$ cat config.mk
export PLATFORM = sky130hd
export DESIGN_NAME = fifo_uart_tx
export DESIGN_NICKNAME = d
export VERILOG_FILES = /design/src/rtl/fifo_uart_tx.sv
export SDC_FILE = /design/constraint.sdc
export NUM_CORES = 1
export LEC_CHECK = 0
export BUFFER_PORTS_ARGS = -buffer_cell sky130_fd_sc_hd__buf_2
export CAP_MARGIN = 10
export CORE_AREA = 5 5 57 59
export DETAILED_ROUTE_END_ITERATION = 8
export DIE_AREA = 0 0 62 64
export GPL_TIMING_DRIVEN = 1
export PLACE_DENSITY = 0.75
export SETUP_SLACK_MARGIN = 0.15
export SYNTH_ARGS = -nofsm -noshare
export SYNTH_HDL_FRONTEND = slang
export SYNTH_SLANG_ARGS = --single-unit
$ cat constraint.sdc
create_clock -name CLK -period 1.55 [get_ports CLK]
set_input_delay 0.0775 -clock CLK [delete_from_list [all_inputs] [get_ports CLK]]
set_output_delay 0.0775 -clock CLK [all_outputs]
set_load 0.005 [all_outputs]
$ cat src/rtl/fifo_uart_tx.sv
// Drains one word per frame from a strobe/ack FIFO port and serialises it as
// start bit, LSB-first data, optional parity, and 1 or 2 stop bits.
module fifo_uart_tx #(
  parameter int WIDTH     = 8,
  parameter int CLK_DIV   = 16,
  parameter int PARITY    = 0,
  parameter int STOP_BITS = 1
) (
  input  logic             CLK,
  input  logic             RST,
  input  logic             TX_EN,
  input  logic             FI_STB,
  input  logic [WIDTH-1:0] FI_DAT,
  output logic             FI_ACK,
  output logic             TXD,
  output logic             TX_BSY,
  output logic [2:0]       dbg_state
);

  localparam int BW = (CLK_DIV > 1) ? $clog2(CLK_DIV) : 1;
  localparam int CW = $clog2(WIDTH);
  localparam logic [BW-1:0] BAUD_LAST = BW'(CLK_DIV - 1);
  localparam logic [CW-1:0] BIT_LAST  = CW'(WIDTH - 1);
  localparam logic [CW-1:0] STOP_LAST = CW'(STOP_BITS - 1);

  typedef enum logic [2:0] {
    IDLE  = 3'd0,
    START = 3'd1,
    DATA  = 3'd2,
    PAR   = 3'd3,
    STOP  = 3'd4
  } state_t;

  state_t           state;
  logic [BW-1:0]    baud;
  logic [CW-1:0]    bit_cnt;
  logic [WIDTH-1:0] shift;
  logic             par_bit;
  logic             baud_done;

  assign baud_done = (baud == BAUD_LAST);
  assign dbg_state = state;

  // Valid/ready: a word transfers on an edge where FI_STB=1 while IDLE with
  // TX_EN=1; FI_ACK pulses for the following clock only, so each frame pops once.
  always_ff @(posedge CLK or posedge RST) begin
    if (RST) begin
      state   <= IDLE;
      baud    <= '0;
      bit_cnt <= '0;
      shift   <= '0;
      par_bit <= 1'b0;
      FI_ACK  <= 1'b0;
      TXD     <= 1'b1;
      TX_BSY  <= 1'b0;
    end else begin
      FI_ACK <= 1'b0;
      baud   <= (state == IDLE || baud_done) ? '0 : baud + 1'b1;
      case (state)
        IDLE: begin
          TXD     <= 1'b1;
          TX_BSY  <= 1'b0;
          bit_cnt <= '0;
          if (FI_STB && TX_EN) begin
            shift   <= FI_DAT;
            // Parity is fixed at capture because the shift register is consumed.
            par_bit <= (PARITY == 2) ? ~^FI_DAT : ^FI_DAT;
            FI_ACK  <= 1'b1;
            TXD     <= 1'b0;
            TX_BSY  <= 1'b1;
            state   <= START;
          end
        end
        START: begin
          if (baud_done) begin
            state   <= DATA;
            TXD     <= shift[0];
            bit_cnt <= '0;
          end
        end
        DATA: begin
          if (baud_done) begin
            if (bit_cnt == BIT_LAST) begin
              bit_cnt <= '0;
              if (PARITY != 0) begin
                state <= PAR;
                TXD   <= par_bit;
              end else begin
                state <= STOP;
                TXD   <= 1'b1;
              end
            end else begin
              shift   <= shift >> 1;
              TXD     <= shift[1];
              bit_cnt <= bit_cnt + 1'b1;
            end
          end
        end
        PAR: begin
          if (baud_done) begin
            state   <= STOP;
            TXD     <= 1'b1;
            bit_cnt <= '0;
          end
        end
        STOP: begin
          TXD <= 1'b1;
          if (baud_done) begin
            if (bit_cnt == STOP_LAST) begin
              state   <= IDLE;
              TX_BSY  <= 1'b0;
              bit_cnt <= '0;
            end else begin
              bit_cnt <= bit_cnt + 1'b1;
            end
          end
        end
        default: begin
          state  <= IDLE;
          TXD    <= 1'b1;
          TX_BSY <= 1'b0;
        end
      endcase
    end
  end

endmodule

; ---- Yosys cells after proc, flatten, opt, wreduce, memory -nomap -nowiden
; Index checks and enable logic that the tools add are counted.
[totals]
regBits = 21
inputBits = 12
output_inout_bits = 6
wordCells = 68
[classes]
addsub = 2
n_eq_ne = 15
mux = 30
bitwise_logic = 1
reduce_logical = 13
[op_table]
columns = operator, count
row1 = 3-bit 2-to-1 mux, 12
row2 = 8-bit 2-to-1 mux, 3
row3 = 8-bit one-hot mux with 2 select lines, 1
row4 = 3-bit one-hot mux with 5 select lines, 1
row5 = 2-bit != test (second input constant), 7
row6 = 3-bit one-hot mux with 4 select lines, 1
row7 = 1-bit 2-to-1 mux, 9
row8 = 4-bit AND reduction, 2
row9 = 7-bit AND reduction, 1
row10 = 3-bit by 2-bit equality test with 1-bit output (second input constant), 2
row11 = 3-bit equality test (second input constant), 2
row12 = 3-bit zero test, 2
row13 = 3-bit AND reduction, 2
row14 = 4-bit by 1-bit adder with 4-bit output (second input constant), 1
row15 = 4-bit equality test (second input constant), 1
row16 = 4-bit 2-to-1 mux, 1
row17 = 2-bit by 1-bit != test with 1-bit output (second input constant), 2
row18 = 1-bit one-hot mux with 4 select lines, 1
row19 = 4-bit nonzero test, 1
row20 = 3-bit by 1-bit adder with 3-bit output (second input constant), 1
row21 = 3-bit by 1-bit equality test with 1-bit output (second input constant), 1
row22 = 1-bit one-hot mux with 3 select lines, 1
row23 = 3-bit OR reduction, 1
row24 = 2-bit nonzero test, 1
row25 = 4 further kinds, 4

; ---- Logic depth before layout (Yosys ltp)
; Gate-level depths: netlist of run 1.
[logic_depth]
word_depth = 4
depth_mapped = 5
ltp_nobuf = 5

; ---- Worst setup path after synthesis of run 1
; Ideal clock, no wire load.
[synth_path]
path_kind = register to register
start = reg bit_cnt[0]
end = reg shift[6]
setup_ps = 125
arrival_time_ps = 1426
required_ps = 1425
setup_slack_ps = -1
stages_incl_launch_ff = 6
path_buffers = 0
period_less_slack_ps = 1551
path_cell_list = dfrtp_1 > ha_1 > ha_1 > nor4b_1 > a22oi_1 > o2bb2ai_1
[synth_between]
elab_chain_cells = 3
[synth_lines]
columns = element, line_no
row1 = start: declaration, 36  ; logic [CW-1:0] bit_cnt;
row2 = start signal: assignment, 95  ; bit_cnt <= bit_cnt + 1'b1;
row3 = start signal: assignment, 114  ; bit_cnt <= bit_cnt + 1'b1;
row4 = 3-bit equality test, 83  ; if (bit_cnt == BIT_LAST) begin
row5 = 2-bit != test (no source line), --
row6 = 4-bit AND reduction (no source line), --
row7 = end signal: assignment, 93  ; shift <= shift >> 1;
row8 = end: declaration, 37  ; logic [WIDTH-1:0] shift;
; Every way passes these cells.
; A chain may end at the register's enable or synchronous reset.

; ---- Worst setup path after layout of run 1
[layout_path]
start = reg bit_cnt[0]
end = reg shift[1]
; Same word-level chain as after synthesis.

==> results.md, run 1 <==
* Aggregate global routing overflow at 0
* Seq cells post-synth at 21
* TritonCTS Sinks at 21
* Clock Latency Late Sink at 0.31 ns
* Synth Net Count at 135
* DR vias/cell at 5.99
* Clock-pin slew on the worst setup and hold paths at 0.13 ns
* Clock root cell: clkbuf_4
* Synth Area per Inst at 10.5 sq um
* Min-Delay Path Class: in2reg
* FP Rows at 19
* Fmax achieved at 643 MHz
* Slack of the critical path at -0.00602 ns
* Mapped cell area at 0.00124 sq mm
* Sw frac at 0.391
* Max VDD drop at 0.000997 V
* Failing checks: negative setup slack
* Total chip power at 2.43 mW
* Final Hold Fails at 0
* H-tree levels at 1
* First-pass GRT wire length at 5.54 mm
* Nets at 171
* Post-synth EDFFs at 0
* CP endpoint kind: register
* Die Ht at 64 um
* RSZ-0062 raised after global routing: true
* Area Growth Syn to Fin at 36.0%
* Outcome: finished, violations left
* Worst rel slew slack at 0.647
* Worst-Margin Slew at 0.530 ns
* Post-place setup slack at 0.00236 ns
* Initial Util at 0.467
* Core area at 0.00266 sq mm
* Most area-consuming cells after synthesis: dfrtp_1, mux2i_1, ha_1
* Final WL at 3.39 mm
* Max Buffers Root-to-Sink at 2
* Main synth FF type: dfrtp_1
* Max cap viols at 0
* FFs w/ async S/R, synth at 1.00
* ANT cells at 0
* Critical path data arrival time at 1.79 ns
* Synth top area share at 0.402
* Tmin final at 1.56 ns
* Pins Over Slew Limit at 0
* Final Skew at 0.00929 ns
* CP Max Fanout at 7
* Reg power frac at 0.391
* Largest net degree at the start of global routing at 22
* Total die area at 0.00397 sq mm
* PwrDens at 1440 mW/mm^2
* Pre-antenna DRT Iters at 4
* R2r setup slk at -0.006 ns
* Seq/Total Area, Yosys at 0.424
* Vias in the first global route at 1178
* 1st-iter DRT viols at 24
* Startpoint types: register
* Comb power frac at 0.496
* Cell accounting for the most synthesized area: dfrtp_1
* Clock network fraction of total power at 0.113
* Leak at 0.717 nW
* Worst setup path class: reg2reg
* Internal power at 1.48 mW
* Fill count at 232
* Hpwl dp at 2.20 mm
* RePlAce Congestion at 0.844
* Final worst path period share at 1.00
* Die width at 62 um
* Library cells used by synthesis at 43
* Finish-stage setup viols at 2
* Initial antenna violation count at 0
* Worst Path Required at 1.78 ns
* I/O Buffers at 17
* CTS tree: built
* Share of layout cells above drive strength 1 at 0.477
* Inserted Clock Buffers at 3
* WL per Instance at 18.4 um
* Total GRT Usage at 0.185
* DR vias at 1103
* Syn. warnings at 0
* Ports at 18
* DRC viols at 0
* Psw at 0.950 mW
* Synth Instances at 118
* Antenna Nets Post-Route at 0
[Yosys cell counts (all sizes together) (3+ instances only)]
library cell / instances
dfrtp: 20
inv: 9
and4: 7
mux2i: 7
o2bb2ai: 7
a21oi: 5
clkbuf: 5
ha: 5
o2111ai: 4
and3: 3
buf: 3
nand2b: 3
nor2: 3
[state kept, by name (all words and copies together), names as in the netlist]
signal     flops
shift          8
TXD            1
TX_BSY         1
dbg_state      3
FI_ACK         1
baud           4
bit_cnt        3
[metrics by stage]
stage / std cells / util / instance area (sq um) / TNS [ns] / hold WS [ns]
floorplan: 118 / - / 1270 / 0 / 0.0533
global placement: 172 / 0.548 / 1460 / 0 / 0.115
detailed placement: 172 / 0.548 / 1460 / 0 / 0.129
CTS: 182 / 0.608 / 1620 / 0 / 0.0536
global route: 184 / 0.635 / 1690 / -0.291 / 0.0458
finish: 184 / 0.635 / 1690 / -0.0115 / 0.0574
[layout make-up]
cell class | count | area, sq um | share of cell area
Multi-Input combinational cell | 80 | 803 | 0.475
Sequential cell | 21 | 531 | 0.314
Inverter | 9 | 33.8 | 0.0200
Clock buffer | 4 | 26.3 | 0.0155
Tap cell | 31 | 38.8 | 0.0229
Timing Repair Buffer | 39 | 259 | 0.153
[worst max-delay path, stage by stage, from the launching register on]
cell and delay (ns):
dfrtp_1 0.44, ha_4 0.19, ha_4 0.17, nand2b_4 0.15
a211o_4 0.39, o2bb2ai_2 0.14
[path summary, 6_finish.rpt]
kind | depth (start not counted) | endpoint | start
worst max-delay path | 5 | shift[1] | bit_cnt[0]
worst min-delay path | 3 | shift[5] | FI_DAT[5]
worst max register to register | 5 | shift[1] | bit_cnt[0]
worst min register to register | 1 | shift[5] | shift[5]
max in group asynchronous | 4 | TXD | RST
min in group asynchronous | 4 | bit_cnt[0] | RST
[power groups by stage]
| stage | sequential [mW] | clock [mW] | combinational [mW] |
|---|---|---|---|
| floorplan | 0.882 | 0 | 0.629 |
| global placement | 0.911 | 0 | 0.880 |
| detailed placement | 0.931 | 0 | 0.918 |
| CTS | 0.929 | 0.275 | 1.10 |
| global route | 0.972 | 0.314 | 1.31 |
| finish | 0.950 | 0.274 | 1.21 |
[metal layers]
metal	vias to the layer above	GRT usage	routed length (um)
met5	-	0	0
met4	0	0.0531	34
met3	5	0.0241	109
met2	20	0.329	1880
met1	554	0.224	1370
li1	524	-	-
[cell families (layout without fill, tap and decap cells)]
group,count (synthesis),count (layout),share of synthesized area
AND/OR/NAND/NOR,33,33,0.181
adder cells (fa/ha/maj),6,6,0.0594
flip-flops,21,21,0.424
buffers and inverters,17,52,0.0594
multiplexers,7,7,0.0563
XOR/XNOR,1,1,0.00704
AO/OA/AOI/OAI,33,33,0.213
[cells in the final DEF, fill, tap and decap left out, drive strengths merged, types with 2 or more instances in the layout]
cell type	instances
a211o	2
a21oi	5
and3	3
and4	7
buf	37
clkbuf	4
dfrtp	20
dlygate4sd3	2
ha	5
inv	9
mux2i	7
nand2	2
nand2b	3
nand3b	2
nand4b	2
nor2	3
nor3	2
o2111ai	4
o21ai	2
o22ai	2
o2bb2ai	7
o41ai	2
or2	2
[timing repair]
item | 4_1_cts | 5_1_grt
setup endpoints to repair | 12 | 15
buffers inserted | 4 | 2
gates cloned | 0 | 0
hold endpoints to repair | 21 | 0
resized for setup | 14 | 13
pin swaps | 9 | 7
hold buffers | 2 | 0
Power figures use the tool's default switching activity.
==> run 2: changes to the inputs <==
ABC_AREA = 1   (was unset)
CAP_MARGIN = 40   (was 10)
PLACE_DENSITY = 0.74   (was 0.75)
==> run 2 against run 1 <==
The flow now finishes without violations. Sequential share of layout area grew 2.5 points. Via count down 2.7%. First-iteration DRC count rose by 38%. Fmax increased by 11%. Cell count is 16% higher. Area after synthesis shrank 2.2%. Die area unchanged. Clock power hardly changed. Total power rose by 12%. Combinational power is 26% higher. Utilization fell by 4.8 points.
==> results.md, run 2 <==
* Final Skew at 0.00466 ns
* Post-synth top cells: nand2_1, dfrtp_1, nand3_1, inv_1, nor2_1
* Nets at 201
* Layer with the highest usage: met2
* Worst Path Required at 1.77 ns
* Min-Delay Path Class: in2reg
* Largest Register: shift
* CP Cell Sequence: buf_6 -> inv_4 -> ha_4 -> inv_2 -> nor2_1 -> nand2_1 -> nand2_2 -> nand4_4 -> nand2_1 -> nand2_1
* RePlAce Congestion at 0.845
* Initial antenna violation count at 0
* Vias in the first global route at 1009
* Outcome: finished clean
* Fmax achieved at 712 MHz
* Final worst path period share at 0.907
* Hpwl dp at 1.87 mm
* Area Growth Syn to Fin at 28.6%
* Finish-stage setup viols at 0
* Synth Area per Inst at 8.11 sq um
* CP endpoint kind: register
* CP Max Fanout at 4
* Max VDD drop at 0.00103 V
* Initial Util at 0.457
* Critical path data arrival time at 1.62 ns
* Total GRT Usage at 0.138
* Hold Path Depth at 5
* Clock-pin slew on the worst setup and hold paths at 0.12 ns
* Commonest non-fill, non-tap cell in the layout: nand2_1
* Synth Net Count at 167
* Post-synth EDFFs at 0
* CTS tree: built
* Synth Instances at 150
* Worst r2r dst: dbg_state[1]
* Total chip power at 2.72 mW
* CP max stage cell: dfrtp_1
* Seq cells post-synth at 21
* DR vias/cell at 5.01
* FP Rows at 19
* Synth top area share at 0.412
* Die Ht at 64 um
* ANT cells at 0
* 1st-iter DRT viols at 33
* Slack of the critical path at 0.145 ns
* Mapped cell area at 0.00122 sq mm
* I/O Buffers at 17
* DRC viols at 0
* Most frequent cells in the layout: nand2_1, dfrtp_1, buf_2, nand3_1, nor2_1
* Share of layout cells above drive strength 1 at 0.361
* Clock root cell: clkbuf_4
* Core area at 0.00266 sq mm
* DR vias at 1073
* Max FFs per register at 8
* R2r worst-path depth at 10
* Antenna Nets Post-Route at 0
* Tmin final at 1.41 ns
* Main synth FF type: dfrtp_1
* Seq. cell area at 529 sq um
* Fill count at 251
* Multi-input combinational cell area at 712 sq um
* Setup_tns at 0 ns
* Pins Over Slew Limit at 0
* Max Buffers Root-to-Sink at 2
* Worst-Margin Slew at 0.267 ns
* M2 GR Usage at 0.224
* Cell accounting for the most synthesized area: dfrtp_1
* PwrDens at 1740 mW/mm^2
* Library cells used by synthesis at 25
* RSZ-0062 raised after global routing: true
* Max incr delay on CP at 0.42 ns
* Top-count cell post-synth: nand2_1
* Most area-consuming cells after synthesis: dfrtp_1, nand2_1, nand3_1
* Hold endpoint: shift[1]
* Cell repeated most along the worst path: nand2_1
* Origin of the worst setup path: bit_cnt[0]
* Ports at 18
* Met1 Use GR at 0.166
* Total die area at 0.00397 sq mm
* Largest net degree at the start of global routing at 22
* Pre-antenna DRT Iters at 4
* H-tree levels at 1
* Top Registers: shift x8, baud x4
* FFs w/ async S/R, synth at 1.00
* WL per Instance at 12.4 um
* Syn. warnings at 0
* Clock Latency Late Sink at 0.31 ns
* Aggregate global routing overflow at 0
* Worst r2r src: bit_cnt[0]
* Seq/Total Area, Yosys at 0.433
* Max cap viols at 0
* Final Hold Fails at 0
* Startpoint types: register
* Worst setup path class: reg2reg
* TritonCTS Sinks at 21
* Hold path startpoint: FI_DAT[1]
* Post-place setup slack at 0.0995 ns
* Die width at 62 um
* R2r setup slk at 0.14 ns
* Grt met3 use at 0.0342
* Worst rel slew slack at 0.822
* Final WL at 2.66 mm
* Leak at 0.823 nW
* Inserted Clock Buffers at 3
* First-pass GRT wire length at 4.15 mm
[run 2: changes by cell type in the layout (fill, tap and decap cells not counted), moves of 4 or more]
cell,delta
nand2_2,+6
mux2i_1,-7
nor2_1,+6
and4_1,-7
nand2_1,+54
o2bb2ai_2,-4
inv_2,+4
nand3_1,+14
buf_4,-11
[run 2: timing repair]
item,in CTS,in global routing
endpoints found under the hold margin,21,0
gates resized for setup,2,20
setup buffers,1,6
pin swaps,0,8
hold buffers,2,0
endpoints found under the setup margin,11,16
[run 2: kinds of logic after synthesis]
logic type / count (synthesis) / share of synthesized area
xor gates and xnor gates: 1 / 0.00720
adders and majority gates: 5 / 0.0514
buffers and inverters: 15 / 0.0484
and+or+nand+nor: 102 / 0.427
DFF: 21 / 0.433
AOI/OAI and AO/OA: 6 / 0.0329
[run 2: area by class of cell]
cell class | count | share of cell area
multi-input combinational | 114 | 0.455
sequential | 21 | 0.338
clock buffer | 4 | 0.0168
tap | 31 | 0.0248
inverter | 15 | 0.0392
timing repair buffer | 29 | 0.126
[run 2: layer usage]
| layer | up-vias | part of all wire | wire (um) |
|---|---|---|---|
| met5 | - | 0 | 0 |
| met4 | 0 | 0.013 | 35 |
| met3 | 3 | 0.044 | 116 |
| met2 | 20 | 0.52 | 1370 |
| met1 | 506 | 0.43 | 1140 |
| li1 | 544 | - | - |
[run 2: per-stage QoR]
stage | area (sq um) | instances | hold WS (ns) | util
3_5_place_dp | 1360 | 201 | 0.120 | 0.512
3_3_place_gp | 1360 | 201 | 0.118 | 0.512
4_1_cts | 1420 | 208 | 0.0804 | 0.534
5_1_grt | 1560 | 214 | 0.0920 | 0.587
2_1_floorplan | 1220 | 150 | 0.0533 | -
6_report | 1560 | 214 | 0.0769 | 0.587
[run 2: worst max-delay path: cells and delay by family, from the launching register on]
family                   cells  cell delay [ns]
adder cells (fa/ha/maj)      1             0.12
buffers and inverters        3             0.22
flip-flops                   1             0.42
AND/OR/NAND/NOR              6             0.54
[run 2: how the worst max path moves through the flow]
stage                     depth (start not counted)  slack (ns)           end
final                                            10        0.14  dbg_state[1]
after global routing                             10        0.03  dbg_state[1]
after CTS                                         7        0.16      shift[5]
after global placement                            7        0.14    bit_cnt[2]
after detailed placement                          7         0.1    bit_cnt[0]
after floorplan                                   8        0.26      shift[7]
[run 2: power breakdown]
part / internal [mW] / switching [mW] / total, mW
sequential: 0.766 / 0.160 / 0.925
combinational: 0.612 / 0.908 / 1.52
clock: 0.101 / 0.174 / 0.275
==> run 3: changes to the inputs <==
CORE_AREA = 5 5 62 64   (was 5 5 57 59)
DIE_AREA = 0 0 67 69   (was 0 0 62 64)
PLACE_DENSITY = 0.64   (was 0.74)
==> run 3 against run 2 <==
Utilization is 12 points lower. Combinational power shrank 11%. Sequential power up 2.6%. Global-route usage shrank 1.5 points. Total power fell by 5.8%. Sequential share of layout area is 1.4 points higher. Cell count rose by 6.1%. Die area grew 17%. Critical path depth decreased by 2. Wire length down 2.1%. Count of clock-buffer cells in the layout unchanged.
==> results.md, run 3 (same netlist as run 2, synthesis figures left out) <==
* Outcome: finished clean
* CP max stage cell: dfrtp_2
* DR vias at 1067
* Die width at 67 um
* Largest Register: shift
* Cell repeated most along the worst path: nor2_1
* Total GRT Usage at 0.123
* Largest net degree at the start of global routing at 22
* Critical path data arrival time at 1.58 ns
* CP Max Fanout at 7
* Ports at 18
* DR vias/cell at 4.70
* Vias in the first global route at 1060
* Core area at 0.00323 sq mm
* First-pass GRT wire length at 4.48 mm
* 1st-iter DRT viols at 51
* Final Skew at 0.00128 ns
* CP endpoint kind: register
* Worst setup path class: reg2reg
* Placed insts at 215
* Final WL at 2.61 mm
* Area Growth Syn to Fin at 23.9%
* Antenna Nets Post-Route at 0
* WL per Instance at 11.5 um
* Clock-pin slew on the worst setup and hold paths at 0.11 ns
* CP Cell Sequence: inv_4 -> nand2_2 -> nor2_8 -> buf_4 -> nand2_1 -> nand3_1 -> nor2_1 -> nor2_1
* Pre-antenna DRT Iters at 4
* Fill count at 328
* Setup_tns at 0 ns
* Inserted Clock Buffers at 3
* Startpoint types: register
* I/O Buffers at 17
* Nets at 199
* Total die area at 0.00462 sq mm
* Worst-Margin Slew at 0.265 ns
* Pins Over Slew Limit at 0
* Clock root cell: clkbuf_4
* FP Rows at 21
* Tmin final at 1.33 ns
* ANT cells at 0
* Max incr delay on CP at 0.46 ns
* Initial antenna violation count at 0
* CTS tree: built
* RSZ-0062 raised after global routing: false
* Leak at 0.795 nW
* DRC viols at 0
* Initial Util at 0.376
* Final Hold Fails at 0
* Die Ht at 69 um
* Finish-stage setup viols at 0
* Hpwl dp at 1.96 mm
* Max Buffers Root-to-Sink at 2
* Worst rel slew slack at 0.823
* Share of layout cells above drive strength 1 at 0.348
* Max VDD drop at 0.000387 V
* PwrDens at 1700 mW/mm^2
* Commonest non-fill, non-tap cell in the layout: nand2_1
* Max FFs per register at 8
* Max cap viols at 0
* Top Registers: shift x8, baud x4
* RePlAce Congestion at 0.906
* Min-Delay Path Class: in2reg
* Aggregate global routing overflow at 0
* Final worst path period share at 0.860
* H-tree levels at 1
* Worst Path Required at 1.79 ns
* Most frequent cells in the layout: nand2_1, dfrtp_1, buf_2, nand3_1, inv_1
* Clock Latency Late Sink at 0.30 ns
* Fmax achieved at 750 MHz
* Finished Layout Cells at 227
* TritonCTS Sinks at 21
[run 3: worst paths after layout]
check / startpoint / endpoint / slack (ns) / cells past startpoint
worst max-delay path: dbg_state[2] / TXD / 0.22 / 8
worst min-delay path: FI_DAT[6] / shift[6] / 0.11 / 5
min in group asynchronous: RST / shift[6] / 0.33 / 4
max in group asynchronous: RST / TXD / 0.95 / 4
worst min register to register: shift[2] / shift[2] / 0.49 / 2
worst max register to register: dbg_state[2] / TXD / 0.22 / 8
[run 3: layout make-up]
type,count,area [sq um],share of cell area
sequential,21,531,0.352
clock buffer,4,26.3,0.0174
inverter,15,58.8,0.0390
tap,46,57.6,0.0382
multi-input combinational,114,668,0.444
timing repair buffer,27,165,0.110
[run 3: per-layer routing]
metal  wire (um)  GRT usage
met4          88     0.0856
met3         126     0.0195
met1        1110      0.153
met2        1280      0.190
met5           0          0
[run 3: worst max-delay path, delay by kind of cell (launching register included)]
kind,cells,cell delay (ns)
buffers and inverters,2,0.27
DFF,1,0.46
and+or+nand+nor,6,0.55
[run 3: what timing repair did]
item / CTS / global route
endpoints found under the setup margin: 8 / 15
hold buffers: 1 / 1
setup buffers: 0 / 6
pin swaps: 0 / 4
endpoints found under the hold margin: 20 / 1
resized for setup: 3 / 9
[run 3: stage by stage]
| step | total power [mW] | area, sq um | setup slack, ns | hold slack, ns | util |
|---|---|---|---|---|---|
| after floorplan | 1.84 | 1220 | 0.260 | 0.0533 | - |
| after global placement | 2.11 | 1370 | 0.168 | 0.116 | 0.425 |
| after detailed placement | 2.14 | 1370 | 0.134 | 0.125 | 0.425 |
| after CTS | 2.42 | 1410 | 0.162 | 0.00778 | 0.437 |
| after global routing | 2.80 | 1510 | 0.141 | 0.0919 | 0.466 |
| final | 2.56 | 1510 | 0.217 | 0.110 | 0.466 |
[run 3: where the power goes]
group | switching [mW] | total (mW) | internal [mW]
clock network | 0.161 | 0.262 | 0.100
registers | 0.181 | 0.949 | 0.768
logic | 0.834 | 1.35 | 0.518
total | 1.18 | 2.56 | 1.39
